File: config.mk
export PLATFORM = sky130hd
export DESIGN_NAME = msk_and_hpc2_stream
export DESIGN_NICKNAME = d
export VERILOG_FILES = /design/src/rtl/msk_and_hpc2_stream.sv
export SDC_FILE = /design/constraint.sdc
export NUM_CORES = 1
export LEC_CHECK = 0
export CAP_MARGIN = 10
export CORE_AREA = 5 5 44 46
export DETAILED_ROUTE_END_ITERATION = 12
export DIE_AREA = 0 0 49 51
export PLACE_DENSITY = 0.72
export SETUP_SLACK_MARGIN = 0.2
export SLEW_MARGIN = 20
export SYNTH_ARGS = -nofsm -noshare
export SYNTH_HDL_FRONTEND = slang
export SYNTH_SLANG_ARGS = --single-unit
File: constraint.sdc
create_clock -name clk -period 1.2 [get_ports clk]
set_input_delay 0.12 -clock clk [delete_from_list [all_inputs] [get_ports clk]]
set_output_delay 0.12 -clock clk [all_outputs]
set_load 0.02 [all_outputs]
File: src/rtl/msk_and_hpc2_stream.sv
// Masked AND gadget (HPC2 style, aligned inputs) as a two-stage valid/ready stream.
// Shares of lane l sit at bit s*W+l; each accepted operation consumes one fresh rnd word.
module msk_and_hpc2_stream #(
    parameter int d = 2,
    parameter int W = 1,
    localparam int NRND = W*d*(d-1)/2
) (
    input  logic              clk,
    input  logic              rst,
    input  logic              in_valid,
    output logic              in_ready,
    input  logic [W*d-1:0]    ina,
    input  logic [W*d-1:0]    inb,
    input  logic [NRND-1:0]   rnd,
    input  logic              rnd_valid,
    output logic              rnd_ready,
    output logic [W*d-1:0]    out,
    output logic              out_valid,
    input  logic              out_ready
);
    localparam int P  = d*(d-1)/2;
    localparam int WD = W*d;
    localparam int WM = W*d*d;

    logic            s1_valid;
    logic            s2_valid;
    logic            fire;
    logic            adv2;

    logic [WD-1:0]   a_reg;
    logic [WD-1:0]   b_reg;
    logic [NRND-1:0] r_reg;
    logic [WM-1:0]   v_reg;
    logic [WD-1:0]   aibi_reg;
    logic [WM-1:0]   u_reg;
    logic [WM-1:0]   w_reg;

    // Cross-term matrices indexed (lane*d + i)*d + j; diagonal entries are tied to zero.
    logic [WM-1:0]   v_next;
    logic [WM-1:0]   r_s1_m;
    logic [WM-1:0]   u_next;
    logic [WM-1:0]   w_next;

    assign in_ready  = !s1_valid | !s2_valid | out_ready;
    assign fire      = in_valid & rnd_valid & in_ready;
    assign rnd_ready = in_valid & in_ready;
    assign adv2      = s1_valid & (!s2_valid | out_ready);
    assign out_valid = s2_valid;

    genvar gl, gi, gj;
    generate
        for (gl = 0; gl < W; gl++) begin : g_lane
            for (gi = 0; gi < d; gi++) begin : g_row
                localparam int SB = gi*W + gl;
                localparam int MB = (gl*d + gi)*d;
                for (gj = 0; gj < d; gj++) begin : g_col
                    localparam int M = MB + gj;
                    if (gi == gj) begin : g_diag
                        assign v_next[M] = 1'b0;
                        assign r_s1_m[M] = 1'b0;
                    end else begin : g_pair
                        // r_ij and r_ji share one random bit, stored once per unordered pair.
                        localparam int LO = (gi < gj) ? gi : gj;
                        localparam int HI = (gi < gj) ? gj : gi;
                        localparam int R  = gl*P + LO*d - LO*(LO+1)/2 + (HI-1-LO);
                        assign v_next[M] = inb[gj*W + gl] ^ rnd[R];
                        assign r_s1_m[M] = r_reg[R];
                    end
                    assign u_next[M] = ~a_reg[SB] & r_s1_m[M];
                    assign w_next[M] =  a_reg[SB] & v_reg[M];
                end
                assign out[SB] = aibi_reg[SB] ^ (^(u_reg[MB +: d] ^ w_reg[MB +: d]));
            end
        end
    endgenerate

    always_ff @(posedge clk) begin
        if (rst) begin
            s1_valid <= 1'b0;
            s2_valid <= 1'b0;
            a_reg    <= '0;
            b_reg    <= '0;
            r_reg    <= '0;
            v_reg    <= '0;
            aibi_reg <= '0;
            u_reg    <= '0;
            w_reg    <= '0;
        end else begin
            s1_valid <= fire | (s1_valid & !adv2);
            s2_valid <= adv2 | (s2_valid & !out_ready);
            if (fire) begin
                a_reg <= ina;
                b_reg <= inb;
                r_reg <= rnd;
                v_reg <= v_next;
            end
            // Stage 2 only moves on adv2 so a stalled result never mixes with newer stage-1 data.
            if (adv2) begin
                aibi_reg <= a_reg & b_reg;
                u_reg    <= u_next;
                w_reg    <= w_next;
            end
        end
    end
endmodule

After elaboration in Yosys (flattened, before gate mapping). Cells that the tools add are included.

Bitwise operators: 24. Reductions and logical operators: 6.

Operator list (number): AND 1 bit (10); bitwise OR 1 bit (5); XOR 1 bit (5); zero test 1 bit (4); parity 2 bit (2); AND 2 bit (1); NOT 1 bit (2); XOR 2 bit (1).

Register bits: 16. Word-level logic and storage cells: 39.

Longest topological paths before layout.
Word-level depth: 6. Depth in mapped cells: 4. Depth with buffers taken out: 3.

Least setup slack after synthesis. Ideal clock, no wire load.

Path kind: flip-flop to output port. Start: register s2_valid, in the netlist out_valid. End: output port rnd_ready. Arrival time: 1.011 ns. Data required time: 1.080 ns. Path slack: 0.069 ns. Cell stages (with the launch flop): 3. Cells stage by stage: dfxtp_1 > nand3b_2 > and2_1.

Word-level cells in the longest chain between the ends: 4.

RTL lines: start: declaration (RTL line 26) `logic s2_valid;`; start signal: assignment (RTL line 90) `s2_valid <= adv2 | (s2_valid & !out_ready);`; zero test 1 bit (RTL line 44) `assign in_ready = !s1_valid | !s2_valid | out_ready;`; bitwise OR 1 bit (2 in a row) (RTL line 44); net in_ready (RTL line 11) `output logic in_ready,`; AND 1 bit (RTL line 46) `assign rnd_ready = in_valid & in_ready;`; end: declaration (RTL line 16) `output logic rnd_ready,`.

The timed path passes the listed nets, and every way through them passes these cells.

Worst setup path after layout.
Start: register aibi_reg[0]. End: output port out[0].

Word-level cells in the longest chain between the ends: 1.

RTL lines: start: declaration (RTL line 34) `logic [WD-1:0] aibi_reg;`; start signal: assignment (RTL line 99) `aibi_reg <= a_reg & b_reg;`; XOR 1 bit (RTL line 72) `assign out[SB] = aibi_reg[SB] ^ (^(u_reg[MB +: d] ^ w_reg[MB +: d]));`; end: declaration (RTL line 17) `output logic [W*d-1:0] out,`.

Every way passes these cells.

==> results.cfg <==
[sta]
tightest_slew_ns = 0.286
period_needed_ns = 1.19
setup_viol = 0
rsz0062_at_grt = true
timing.setup.tns_ns = 0
fmax_ghz = 0.838
maxSlewHeadroom_pct = 80.9
finalHoldViolCount = 0
skew_ns = 0.00241
setup_ws_ns = 0.00684
period_share_pct = 99.4
slew_viol_final = 0

[clocking]
htreeDepth = 1
cts_tree = built
clock_sinks = 15
clock_path_buffers = 2
clk_pin_slew_ns = 0.09
cts-root-buf = clkbuf_4
clock_latency_ns = 0.28
cts_buffers = 3

[synthesis]
ys_types = 18
avgSynthCellArea_um2 = 9.20
syn-cell-area_um2 = 653
postSynthCellCount = 71
ys_seq_area_share_pct = 46.0
syn_nets = 81
ys_ff_latch = 15
yosys_warnings = 0

[placement]
dp.cells = 106
place_ws_ns = -0.417
place_area_um2 = 865
hpwlAfterDp_mm = 1.06
finalWeightedCongestion = 0.805
port-buffer-count = 14

[setup_path]
crit_fanout = 2
worstSetupPathType = flip-flop to primary output
end_kind = primary output
crit_path_start_kind = flip-flop
crit_arrival_ns = 1.07
crit_required_ns = 1.08

[layout]
instances_no_fill = 112
finalNetCount = 107
antennaDiodeCount = 0
synthToLayoutAreaGrowth_pct = 50.0
fin_area_um2 = 980
drive_gt1_share_pct = 38.5
fin_util_pct = 66.6

[grt]
antenna_found_initial = 0
grt_usage_pct = 13.2
grt_pass1_vias = 558
grt_pass1_wl_mm = 2.57
grt_max_degree = 11
overflow = 0

[power]
leakage_nw = 0.370
p_int_mw = 0.716
sw_frac_of_total_pct = 25.5
p_sw_mw = 0.245
ir_drop_mv = 0.722
p_comb_share_pct = 15.2
p_seq_share_pct = 54.8
power-per-cell-area_nw_per_um2 = 982
clkPwrFrac_pct = 30.0

[die]
dieArea_um2 = 2500
start_util_pct = 44.4
row_count = 14
ioPinCount = 15
die_w_um = 49
die_h_um = 51
core_area_um2 = 1470

[routing]
wl_mm = 1.49
first_pass_iters = 4
drcViolationCount = 0
ant_nets = 0
vias = 609
drt_iter0_drc = 15
wl_per_cell_um = 13.3
via_per_inst = 5.44

[run_status]
status = complete, no violations

[min_path]
hold_class = input port to flip-flop

[run]
cap_violations = 0
## path summary, 6_finish.rpt
| check | start | endpoint | slack (ns) | depth (start not counted) |
|---|---|---|---|---|
| worst max-delay path | aibi_reg[0] | out[0] | 0.007 | 3 |
| worst min-delay path | ina[1] | a_reg[1] | 0.39 | 3 |
| worst max register to register | out_valid | a_reg[0] | 0.04 | 4 |
| worst min register to register | v_reg[2] | w_reg[2] | 0.48 | 2 |
## worst max-delay path, cell delays in order, from the launching register on
cell	delay (ns)
dfxtp_2	0.34
xnor2_2	0.16
xnor2_1	0.13
buf_4	0.16
## logic make-up after synthesis
kind of cell / after synthesis / synth area share (%)
flops: 15 / 46.0
simple gates: 22 / 20.7
mux: 2 / 3.07
compound gates: 22 / 19.3
xor+xnor: 6 / 8.05
buf+inv: 4 / 2.87
## area by class of cell
type / count / area, µm²
Fill cell: 122 / 492
Timing Repair Buffer: 23 / 221
Multi-Input combinational cell: 52 / 393
Tap cell: 16 / 20.0
Sequential cell: 15 / 310
Clock buffer: 3 / 22.5
Inverter: 2 / 7.51
Clock inverter: 1 / 5.00
## per-stage QoR
| stage | hold WS, ns | power [mW] |
|---|---|---|
| floorplan | 0.262 | 0.597 |
| global placement | 0.458 | 0.661 |
| detailed placement | 0.468 | 0.664 |
| CTS | 0.383 | 0.970 |
| global route | 0.386 | 1.02 |
| finish | 0.386 | 0.962 |
## Yosys cell counts, drive strengths merged
| master | count | share of area, % |
|---|---|---|
| buf | 1 | 1.1 |
| dfxtp | 15 | 46 |
| mux2i | 2 | 3.1 |
| clkinv | 1 | 0.57 |
| a21oi | 11 | 10 |
| nand2 | 8 | 4.6 |
| nand3b | 1 | 1.7 |
| clkbuf | 1 | 0.57 |
| o21ai | 9 | 6.9 |
| and2 | 2 | 1.9 |
| nor2b | 1 | 2.1 |
| nand2b | 1 | 0.96 |
| a211oi | 2 | 2.3 |
| nand4b | 2 | 2.7 |
| inv | 1 | 0.57 |
| nand4 | 7 | 6.7 |
| xnor2 | 6 | 8.0 |
## metal layers
| metal | track usage (%) | part of all wire (%) |
|---|---|---|
| met5 | 0 | 0 |
| met1 | 15.0 | 39 |
| met2 | 21.3 | 51 |
| met4 | 4.93 | 0.67 |
| met3 | 6.40 | 8.5 |
## repair_timing
item	CTS	global route
setup buffers	1	1
hold buffers	0	0
pin swaps	11	10
gates cloned	0	0
resized for setup	52	7
setup endpoints to repair	18	18
## layout by cell type, fill, tap and decap left out, types with 2 or more instances in the layout
| cell | count |
|---|---|
| buf_6 | 7 |
| clkbuf_4 | 3 |
| a21oi_1 | 10 |
| dfxtp_2 | 5 |
| nand4b_1 | 2 |
| a211oi_2 | 2 |
| xnor2_2 | 2 |
| mux2i_1 | 2 |
| o21ai_1 | 4 |
| nand2_1 | 8 |
| nand4_1 | 7 |
| dfxtp_1 | 9 |
| o21ai_2 | 4 |
| clkdlybuf4s50_1 | 9 |
| xnor2_1 | 4 |
| buf_4 | 7 |
## power by group through the flow
stage,Clock [mW],Combinational (mW),Sequential [mW]
2_1_floorplan,0,0.0607,0.537
3_3_place_gp,0,0.122,0.539
3_5_place_dp,0,0.125,0.539
4_1_cts,0.303,0.138,0.528
5_1_grt,0.329,0.158,0.531
6_report,0.289,0.146,0.527
Power figures use the tool's default switching activity.
